## src/rtl/hazard_pkg.sv

```systemverilog
// hazard_pkg: shared register-tag types and constants for the hazard subsystem.
package hazard_pkg;
  localparam int REG_AW = 5;
  localparam logic [REG_AW-1:0] REG_X0 = '0;
  typedef struct packed {
    logic              valid;
    logic [REG_AW-1:0] rd;
    logic              we;
    logic              is_load;
  } tag_entry_t;
  localparam tag_entry_t TAG_BUBBLE = '{valid: 1'b0, rd: REG_X0, we: 1'b0, is_load: 1'b0};
endpackage

```

## src/rtl/tag_stage.sv

```systemverilog
// tag_stage: one pipeline tag slot; hold freezes it, bubble loads an empty entry.
module tag_stage import hazard_pkg::*; (
  input  logic       clk,
  input  logic       rst_n,
  input  logic       hold,
  input  logic       bubble,
  input  tag_entry_t d_in,
  output tag_entry_t q
);
  tag_entry_t entry_d, entry_q;
  always_comb entry_d = hold ? entry_q : bubble ? TAG_BUBBLE : d_in;
  always_ff @(posedge clk or negedge rst_n) begin
    if (!rst_n) entry_q <= TAG_BUBBLE;
    else        entry_q <= entry_d;
  end
  assign q = entry_q;
endmodule

```

## src/rtl/dest_tag_tracker.sv

```systemverilog
// dest_tag_tracker: EX/MEM/WB destination tags for forwarding plus load-use stall detect.
// Optional load-use stall counter enabled by defining HAZ_PERF_CNT_EN.
module dest_tag_tracker import hazard_pkg::*; #(
  parameter int PERF_W = 32
) (
  input  logic              clk,
  input  logic              rst_n,
  input  logic              id_valid,
  input  logic [REG_AW-1:0] id_rd,
  input  logic              id_we,
  input  logic              id_is_load,
  input  logic [REG_AW-1:0] id_ra,
  input  logic [REG_AW-1:0] id_rb,
  input  logic              id_uses_rb,
  input  logic              stall_in,
  input  logic              flush_ex,
  output logic [REG_AW-1:0] ex_rd,
  output logic              ex_we,
  output logic [REG_AW-1:0] rd_mem,
  output logic              we_mem,
  output logic [REG_AW-1:0] rd_wb,
  output logic              we_wb,
  output logic              load_use_stall
`ifdef HAZ_PERF_CNT_EN
  ,
  output logic [PERF_W-1:0] stall_cnt
`endif
);
  tag_entry_t id_entry, ex_q, mem_q, wb_q;
  logic       unused_wb_load;
  assign id_entry = '{valid: id_valid, rd: id_rd, we: id_we & (id_rd != REG_X0), is_load: id_is_load};
  assign load_use_stall = ex_q.valid & ex_q.we & ex_q.is_load & id_valid & ~flush_ex &
                          ((ex_q.rd == id_ra) | (id_uses_rb & (ex_q.rd == id_rb)));
  tag_stage u_ex (
    .clk(clk), .rst_n(rst_n), .hold(stall_in), .bubble(flush_ex | load_use_stall),
    .d_in(id_entry), .q(ex_q)
  );
  tag_stage u_mem (
    .clk(clk), .rst_n(rst_n), .hold(stall_in), .bubble(1'b0), .d_in(ex_q), .q(mem_q)
  );
  tag_stage u_wb (
    .clk(clk), .rst_n(rst_n), .hold(stall_in), .bubble(1'b0), .d_in(mem_q), .q(wb_q)
  );
  // Load data is not available until WB, so a load in MEM never forwards.
  assign ex_rd  = ex_q.valid ? ex_q.rd : REG_X0;
  assign ex_we  = ex_q.valid & ex_q.we;
  assign rd_mem = mem_q.valid ? mem_q.rd : REG_X0;
  assign we_mem = mem_q.valid & mem_q.we & ~mem_q.is_load;
  assign rd_wb  = wb_q.valid ? wb_q.rd : REG_X0;
  assign we_wb  = wb_q.valid & wb_q.we;
  assign unused_wb_load = wb_q.is_load;
`ifdef HAZ_PERF_CNT_EN
  logic [PERF_W-1:0] stall_cnt_d, stall_cnt_q;
  always_comb stall_cnt_d = (load_use_stall & ~stall_in & ~&stall_cnt_q) ? stall_cnt_q + 1'b1 : stall_cnt_q;
  always_ff @(posedge clk or negedge rst_n) begin
    if (!rst_n) stall_cnt_q <= '0;
    else        stall_cnt_q <= stall_cnt_d;
  end
  assign stall_cnt = stall_cnt_q;
`else
  logic [PERF_W-1:0] unused_perf;
  assign unused_perf = '0;
`endif
endmodule

```

## config.mk

```make
export PLATFORM = sky130hd
export DESIGN_NAME = dest_tag_tracker
export DESIGN_NICKNAME = d
export VERILOG_FILES = /design/src/rtl/hazard_pkg.sv /design/src/rtl/tag_stage.sv /design/src/rtl/dest_tag_tracker.sv
export SDC_FILE = /design/constraint.sdc
export NUM_CORES = 1
export LEC_CHECK = 0
export ABC_AREA = 1
export CELL_PAD_IN_SITES_DETAIL_PLACEMENT = 1
export CELL_PAD_IN_SITES_GLOBAL_PLACEMENT = 1
export CORE_MARGIN = 3
export CORE_UTILIZATION = 31
export CTS_BUF_LIST = sky130_fd_sc_hd__clkbuf_8 sky130_fd_sc_hd__clkbuf_16
export CTS_CLUSTER_SIZE = 28
export DETAILED_ROUTE_END_ITERATION = 8
export HOLD_SLACK_MARGIN = 0.06
export PLACE_DENSITY_LB_ADDON = 0.1
export SETUP_SLACK_MARGIN = 0.3
export SLEW_MARGIN = 20
export SYNTH_ARGS = -nofsm -noshare
export SYNTH_HDL_FRONTEND = slang
export SYNTH_SLANG_ARGS = --single-unit
```

## constraint.sdc

```tcl
create_clock -name clk -period 1.5 [get_ports clk]
set_clock_uncertainty 0.15 [all_clocks]
set_input_delay 0.15 -clock clk [delete_from_list [all_inputs] [get_ports clk]]
set_output_delay 0.15 -clock clk [all_outputs]
set_load 0.05 [all_outputs]
```

==> flow_metrics.env <==
export IMPL_seqPwrFrac_pct=45.2
export IMPL_powerDensity_mw_per_mm2=714
export IMPL_setup_ws_ns=-0.303
export IMPL_clockBufferDepth=2
export IMPL_antenna_found_initial=0
export IMPL_antenna_cells=0
export IMPL_vdd_drop_max_uv=504
export IMPL_p_int_uw=1110
export IMPL_reg2reg_slack_ns=-0.24
export IMPL_max_cap_violations=0
export IMPL_wl_per_cell_um=13.7
export IMPL_start_kind="flop"
export IMPL_drt_pass1_iter_count=4
export IMPL_cts_root_buf="clkbuf_8"
export IMPL_worst_pin_slew_ns=0.302
export IMPL_p_switching_uw=536
export IMPL_leakage_uw=0.00125
export IMPL_hold_slack_ns=0.100
export IMPL_final_core_util_pct=59.8
export IMPL_clkTransAtPathRegs_ns=0.08
export IMPL_drc=0
export IMPL_port_buffer_count=41
export IMPL_yosysMostFrequentCell="nand2_1"
export IMPL_fmax_mhz=555
export IMPL_vias_per_cell=4.54
export IMPL_ys_top_cells_by_count="nand2_1, inv_1, dfrtp_1, nor2_1, nand3_1"
export IMPL_synth_nets=220
export IMPL_synth_edf_count=0
export IMPL_hold_violations=0
export IMPL_arrival_ns=1.50
export IMPL_grt_max_degree=37
export IMPL_power_frac_comb_pct=31.7
export IMPL_clock_insertion_delay_worst_skew_ns=0.26
export IMPL_drtIter0Drc=63
export IMPL_slew_headroom_pct=79.7
export IMPL_cp_data_required_time_ns=1.20
export IMPL_cts_tree="built"
export IMPL_outcome="finished, violations left"
export IMPL_drv_slew=0
export IMPL_grt_pass1_wl_um=6730
export IMPL_hold_buffers=0
export IMPL_worst_path_max_fanout=4
export IMPL_endpoint_kind="primary output"
export IMPL_initial_core_util_pct=33.6
export IMPL_htreeDepth=1
export IMPL_cts_buffers=3
export IMPL_synth_cell_types=15
export IMPL_final_area_mm2=0.00231
export IMPL_final_period_utilization_pct=120
export IMPL_grt_pass1_vias=1556
export IMPL_ios=42
export IMPL_min_path_type="input port to async pin"
export IMPL_wirelength_um=4190
export IMPL_switching_share_pct=32.6
export IMPL_syn_to_final_growth_pct=77.9
export IMPL_critical_path_class="flop to primary output"
export IMPL_synthArstFlopShare_pct=100
export IMPL_dieArea_mm2=0.00499
export IMPL_grt_overflow=0
export IMPL_num_rows=22
export IMPL_detail_route_antenna_nets=0
export IMPL_die_w_um=70.7
export IMPL_setup_viol=10
export IMPL_ys_ff_latch=23
export IMPL_syn_area_per_cell_um2=6.58
export IMPL_synth_cells=197
export IMPL_violations="setup timing"
export IMPL_synthTopCellsByArea="dfrtp_1, nand2_1, inv_1"
export IMPL_core_mm2=0.00385
export IMPL_clkPwrFrac_pct=23.1
export IMPL_synth_top_cell_by_area="dfrtp_1"
export IMPL_synth_seq_area_share_pct=44.4
export IMPL_fin_crit_ns=1.80
export IMPL_placed_cell_area_mm2=0.00204
export IMPL_rsz0062_at_grt="yes"
export IMPL_yosysTopAreaCellShare_pct=44.4
export IMPL_ys_warn_count=0
export IMPL_gp_congestion=0.766
export IMPL_nets=282
export IMPL_vias=1390
export IMPL_synth_ff_type="dfrtp_1"
export IMPL_hpwl_um=2940
export IMPL_clock_sinks=23
export IMPL_grt_usage_pct=16.7
export IMPL_die_h_um=70.7
export IMPL_synth_area_mm2=0.00130
export IMPL_drive_above_1_share_pct=41.1
[kinds of logic after synthesis]
| group | after synthesis | share of synthesized area (%) |
|---|---|---|
| AOI/OAI and AO/OA | 10 | 3.86 |
| xor gates and xnor gates | 1 | 0.676 |
| buffers and inverters | 49 | 14.6 |
| DFF | 23 | 44.4 |
| and+or+nand+nor | 114 | 36.5 |
[cell type report]
type,instances,area [µm²]
sequential,23,581
tap,48,60.1
multi-input combinational,125,653
timing repair buffer,62,793
fill,460,1550
inverter,44,174
clock buffer,3,41.3
clock inverter,1,3.75
[flip-flops by register name, summed over array words and instances, names as in the netlist]
register and flops:
u_mem.q 8, u_ex.q 8, u_wb.q 7
[placed cells by master (no fill, tap or decap), types with 9 or more instances in the layout]
| cell | n |
|---|---|
| nand2_1 | 60 |
| clkdlybuf4s50_1 | 22 |
| inv_2 | 21 |
| nand2_2 | 21 |
| inv_1 | 20 |
| buf_12 | 20 |
| dfrtp_1 | 19 |
| buf_4 | 15 |
| nor2_1 | 9 |
| nand3_1 | 9 |
| o21ai_0 | 9 |
[layer usage]
layer | part of all wire [%] | GRT usage, %
met1 | 40 | 18.8
met2 | 56 | 31.8
met3 | 3.0 | 2.13
met4 | 1.6 | 5.85
met5 | 0 | 0
[power groups by stage]
| stage | logic (µW) | registers [µW] | clock network (µW) |
|---|---|---|---|
| 2_1_floorplan | 208 | 728 | 0 |
| 5_1_grt | 566 | 753 | 428 |
| 6_report | 522 | 743 | 381 |
| 3_5_place_dp | 433 | 746 | 0 |
| 3_3_place_gp | 418 | 740 | 0 |
| 4_1_cts | 478 | 740 | 393 |
[through the flow]
step | setup WS [ns] | cells | TNS, ns | power, µW
global placement | -0.215 | 292 | -0.983 | 1160
detailed placement | -0.243 | 292 | -1.32 | 1180
finish | -0.303 | 306 | -1.56 | 1650
global route | -0.381 | 306 | -2.36 | 1750
CTS | -0.282 | 303 | -1.31 | 1610
floorplan | 0.130 | 197 | 0 | 936
[final timing paths]
| path | startpoint | to | depth (start not counted) |
|---|---|---|---|
| setup / recovery | u_ex.q[2] | load_use_stall | 9 |
| hold / removal | rst_n | u_wb.q[4] | 2 |
| setup reg to reg | u_ex.q[2] | u_ex.q[5] | 11 |
| hold reg to reg | u_ex.q[0] | u_ex.q[0] | 2 |
| max in group asynchronous | rst_n | u_ex.q[5] | 2 |
| min in group clk | u_ex.q[0] | u_ex.q[0] | 2 |
[what timing repair did]
action / in CTS / in global routing
endpoints found under the setup margin: 27 / 28
buffers inserted: 7 / 3
pin swaps: 7 / 14
resized for setup: 40 / 27
[worst max-delay path, cell delays in order (launching register included)]
cell	delay, ns
dfrtp_1	0.39
inv_2	0.07
nand2_1	0.09
nand2_1	0.07
nor2_2	0.15
nand3_2	0.08
nand2_2	0.09
nand2_4	0.06
clkinvlp_4	0.09
buf_12	0.13
Note: power is estimated with default switching activity, not from simulation.
